--- src/rtl/modulator.sv ---
// QPSK symbol mapper: serialises each accepted data word into Gray-mapped
// signed I/Q symbols, MSB pair first, one symbol per clock.
module modulator #(
    parameter int unsigned       SIZE_INPUT_BIT  = 8,
    parameter int unsigned       SIZE_OUTPUT_BIT = 32,
    parameter logic signed [31:0] AMPLITUDE      = 32'sd1518500249
) (
    input  logic                         i_clk,
    input  logic                         i_reset,
    input  logic [SIZE_INPUT_BIT-1:0]    i_data,
    input  logic                         i_valid_input,
    output logic                         o_ready,
    output logic [2*SIZE_OUTPUT_BIT-1:0] o_data,
    output logic                         o_valid_output
);

    localparam int unsigned NUM_SYM = SIZE_INPUT_BIT / 2;
    localparam int unsigned CNT_W   = (NUM_SYM > 1) ? $clog2(NUM_SYM) : 1;
    localparam int unsigned DATA_W  = 2 * SIZE_OUTPUT_BIT;

    localparam logic [CNT_W-1:0]                LAST_SYM = CNT_W'(NUM_SYM - 1);
    localparam logic signed [SIZE_OUTPUT_BIT-1:0] AMP_POS = SIZE_OUTPUT_BIT'(AMPLITUDE);
    localparam logic signed [SIZE_OUTPUT_BIT-1:0] AMP_NEG = -AMP_POS;

    typedef enum logic {
        ST_IDLE,
        ST_SEND
    } state_t;

    state_t                    state_q, state_d;
    logic [CNT_W-1:0]          cnt_q, cnt_d;
    logic [SIZE_INPUT_BIT-1:0] shift_q, shift_d;
    logic [DATA_W-1:0]         data_q, data_d;
    logic                      last_sym;
    logic                      accept;

    // Gray map of one bit pair: b1 selects I sign, b0 selects Q sign.
    function automatic logic [DATA_W-1:0] map_symbol(input logic [1:0] bits);
        logic signed [SIZE_OUTPUT_BIT-1:0] i_val;
        logic signed [SIZE_OUTPUT_BIT-1:0] q_val;
        i_val = bits[1] ? AMP_NEG : AMP_POS;
        q_val = bits[0] ? AMP_NEG : AMP_POS;
        return {i_val, q_val};
    endfunction

    // Ready when idle or presenting the final symbol of the current word.
    assign last_sym = (state_q == ST_SEND) && (cnt_q == LAST_SYM);
    assign o_ready  = !i_reset && ((state_q == ST_IDLE) || last_sym);
    assign accept   = i_valid_input && o_ready;

    assign o_data         = data_q;
    assign o_valid_output = (state_q == ST_SEND);

    // State and datapath registers; reset discards any in-flight word.
    always_ff @(posedge i_clk) begin
        if (i_reset) begin
            state_q <= ST_IDLE;
            cnt_q   <= '0;
            shift_q <= '0;
            data_q  <= '0;
        end else begin
            state_q <= state_d;
            cnt_q   <= cnt_d;
            shift_q <= shift_d;
            data_q  <= data_d;
        end
    end

    // Next-state: load a new word, advance to the next pair, or fall idle.
    always_comb begin
        state_d = state_q;
        cnt_d   = cnt_q;
        shift_d = shift_q;
        data_d  = data_q;

        unique case (state_q)
            ST_IDLE: begin
                if (accept) begin
                    state_d = ST_SEND;
                    cnt_d   = '0;
                    data_d  = map_symbol(i_data[SIZE_INPUT_BIT-1 -: 2]);
                    shift_d = i_data << 2;
                end
            end
            ST_SEND: begin
                if (last_sym) begin
                    if (accept) begin
                        cnt_d   = '0;
                        data_d  = map_symbol(i_data[SIZE_INPUT_BIT-1 -: 2]);
                        shift_d = i_data << 2;
                    end else begin
                        state_d = ST_IDLE;
                        cnt_d   = '0;
                        data_d  = '0;
                        shift_d = '0;
                    end
                end else begin
                    cnt_d   = cnt_q + CNT_W'(1);
                    data_d  = map_symbol(shift_q[SIZE_INPUT_BIT-1 -: 2]);
                    shift_d = shift_q << 2;
                end
            end
            default: begin
                state_d = ST_IDLE;
            end
        endcase
    end

endmodule

--- config.mk ---
export PLATFORM = sky130hd
export DESIGN_NAME = modulator
export DESIGN_NICKNAME = d
export VERILOG_FILES = /design/src/rtl/modulator.sv
export SDC_FILE = /design/constraint.sdc
export NUM_CORES = 1
export LEC_CHECK = 0
export ABC_AREA = 1
export BUFFER_PORTS_ARGS = -buffer_cell sky130_fd_sc_hd__buf_2
export CELL_PAD_IN_SITES_DETAIL_PLACEMENT = 1
export CELL_PAD_IN_SITES_GLOBAL_PLACEMENT = 2
export CORE_ASPECT_RATIO = 1.75
export CORE_MARGIN = 2
export CORE_UTILIZATION = 20
export DETAILED_ROUTE_END_ITERATION = 6
export PLACE_DENSITY_LB_ADDON = 0.1
export SLEW_MARGIN = 5
export SYNTH_ARGS = -nofsm -noshare
export SYNTH_HDL_FRONTEND = slang
export SYNTH_SLANG_ARGS = --single-unit
export TNS_END_PERCENT = 1
--- constraint.sdc ---
create_clock -name i_clk -period 1.47 [get_ports i_clk]
set_clock_uncertainty 0.05 [all_clocks]
set_input_delay 0.2205 -clock i_clk [delete_from_list [all_inputs] [get_ports i_clk]]
set_output_delay 0.2205 -clock i_clk [all_outputs]
set_load 0.01 [all_outputs]
==> flow_summary.json <==
{
  "gp_congestion": 0.6449,
  "min_path_cells": 3,
  "clkPwrFrac": 0.311,
  "internal_power_uw": 811.2,
  "start_util": 0.2067,
  "final-setup-viol-count": 0,
  "worstMarginPinSlew_ns": 0.3967,
  "cts_tree": "done",
  "r2r-start": "cnt_q[0]",
  "maxCapViolCount": 0,
  "worst_setup_path_start_kind": "register",
  "timing.slew.headroom": 0.7352,
  "die_y_um": 101.5,
  "p_sw_uw": 418.0,
  "reg2reg_to": "o_data[31]",
  "final.setup.tns_ns": 0,
  "power_frac_seq": 0.372,
  "drive_gt1_frac": 0.5698,
  "route.detailed.drc": 0,
  "critPathRequiredTime_ns": 1.20,
  "drv_slew": 0,
  "combPwrFrac": 0.317,
  "hold_end": "shift_q[2]",
  "n_antenna_cell": 0,
  "htree_levels": 1,
  "synth_area_um2": 1086,
  "placed_area_um2": 1085,
  "final.min_clock_period_ns": 1.405,
  "final_area_um2": 1180,
  "synth_cell_types": 17,
  "hold_class": "in -> reg",
  "worst-r2r-setup-slack_ns": 0.15,
  "syn_area_per_cell_um2": 7.388,
  "critPathMaxFanout": 5,
  "die_w_um": 59.71,
  "min_from": "i_data[0]",
  "multi_input_area_um2": 291.5,
  "max_freq_mhz": 711.6,
  "clk_pin_slew_ns": 0.06,
  "netlist_instances": 147,
  "fillers": 665,
  "num_rows": 35,
  "coreArea_um2": 5255,
  "end_kind": "output port",
  "area_growth_pct": 8.640,
  "via_count": 883,
  "fin_ws_ns": 0.06478,
  "die-area_um2": 6059,
  "hold_viol_final": 0,
  "crit_arrival_ns": 1.13,
  "grtUsageTotal": 0.09070,
  "power_mw": 1.229,
  "power_switching_share": 0.3401,
  "fin_crit_sh": 0.9559,
  "dp_worst_setup_slack_ns": 0.1337,
  "drt_iter0_drc": 14,
  "firstDrtPassIters": 2,
  "wire_per_inst_um": 12.00,
  "post-route-util": 0.2245,
  "p_leak_nw": 0.7399,
  "routed_wl_mm": 2.724,
  "grt_max_degree": 19,
  "via_per_inst": 3.890,
  "hpwl_mm": 2.175,
  "grt_pass1_wl_mm": 4.112,
  "reg2reg_depth": 7,
  "clk-insertion-delay-late_ns": 0.25,
  "grt-ovfl-total": 0,
  "fin_nets": 185,
  "grt_pass1_vias": 781,
  "seqCellArea_um2": 282.8,
  "powerDensity_nw_per_um2": 1042,
  "numCtsBuffers": 3,
  "ys_seq_area_frac": 0.2581,
  "cts_sinks": 14,
  "cts.path.max_buffers": 2,
  "rsz0062_at_grt": "false",
  "ys_ff_latch": 14,
  "critPathKind": "reg -> out",
  "outcome": "completed",
  "io_buffers": 76,
  "io_pins": 77,
  "cts_root_buf": "clkbuf_8",
  "yosys_warnings": 0,
  "ant_nets": 0,
  "synth_fp_nets": 159,
  "antenna_found_initial": 0,
  "irDropWorstVdd_uv": 435.8
}
==> synth_stat cells <==
cell | number | area [um2]
buf_4 | 59 | 442.9
nand2_1 | 26 | 97.59
dfxtp_1 | 14 | 280.3
a21oi_1 | 10 | 50.05
inv_1 | 10 | 37.54
o21ai_0 | 6 | 30.03
nand3_1 | 5 | 25.02
nor2_1 | 5 | 18.77
buf_6 | 2 | 22.52
inv_2 | 2 | 7.510
nand2_2 | 2 | 12.51
a21oi_2 | 1 | 8.760
a21oi_4 | 1 | 16.27
ha_1 | 1 | 12.51
inv_6 | 1 | 8.760
nand3_2 | 1 | 10.01
o21ai_1 | 1 | 5.000
==> layout by cell type (no fill, tap or decap), types with 2 or more instances in the layout <==
master    synthesis  routed
a21oi_1          10      10
buf_2             0      76
buf_4            59       6
clkbuf_8          0       4
dfxtp_1          14      12
dfxtp_2           0       2
inv_1            10       8
inv_2             2       3
nand2_1          26      26
nand3_1           5       5
nor2_1            5       5
o21ai_0           6       6
==> how the worst max path moves through the flow <==
stage,start,endpoint,depth (start not counted)
after global placement,cnt_q[0],shift_q[6],8
after CTS,cnt_q[0],o_ready,6
after floorplan,cnt_q[0],o_data[61],9
after detailed placement,cnt_q[0],o_ready,6
after global routing,cnt_q[0],o_ready,6
final,cnt_q[0],o_ready,6
==> state kept, by name, indices dropped and copies added, names as in the netlist <==
| signal | flops |
|---|---|
| cnt_q | 2 |
| o_data | 5 |
| o_valid_output | 1 |
| shift_q | 6 |
==> kinds of logic after synthesis <==
group / Yosys count / share of synthesized area
buffers and inverters: 74 / 0.4781
AO/OA/AOI/OAI: 19 / 0.1014
AND/OR/NAND/NOR: 39 / 0.1509
adder cells (fa/ha/maj): 1 / 0.01152
flip-flops: 14 / 0.2581
==> cell type report <==
type,instances,share of cell area
Timing Repair Buffer,82,0.3606
Multi-Input combinational cell,59,0.2471
Sequential cell,14,0.2397
Tap cell,55,0.05832
Inverter,13,0.04772
Clock buffer,4,0.04666
==> what timing repair did <==
item,in CTS,in global routing
setup endpoints to repair,1,1
hold endpoints to repair,0,0
gates cloned,0,0
setup buffers,1,3
hold buffers,0,0
resized for setup,5,1
pin swaps,0,0
==> worst max-delay path, cell delays in order (launching register included) <==
cell and delay, ns:
dfxtp_2 0.32, ha_1 0.19, inv_2 0.07, nand2_4 0.07, inv_4 0.07, nor2_1 0.03, buf_2 0.13
==> metrics by stage <==
| stage | instances | hold WS (ns) |
|---|---|---|
| after CTS | 224 | 0.1556 |
| after global routing | 227 | 0.1796 |
| after detailed placement | 219 | 0.4060 |
| after global placement | 219 | 0.3964 |
| final | 227 | 0.1648 |
| after floorplan | 147 | 0.3126 |
==> routing by layer <==
layer / track usage / part of all wire
met5: 0 / 0
met4: 0.04103 / 0.0088
met3: 0.01277 / 0.054
met2: 0.1739 / 0.58
met1: 0.09126 / 0.36
==> power by group through the flow <==
| stage | Combinational, mW | Sequential (mW) | Clock [mW] |
|---|---|---|---|
| 2_1_floorplan | 0.372 | 0.469 | 0 |
| 3_3_place_gp | 0.385 | 0.462 | 0 |
| 3_5_place_dp | 0.383 | 0.466 | 0 |
| 4_1_cts | 0.390 | 0.459 | 0.402 |
| 5_1_grt | 0.435 | 0.468 | 0.413 |
| 6_report | 0.389 | 0.457 | 0.383 |
No activity file was read; power rests on OpenSTA's default activity.
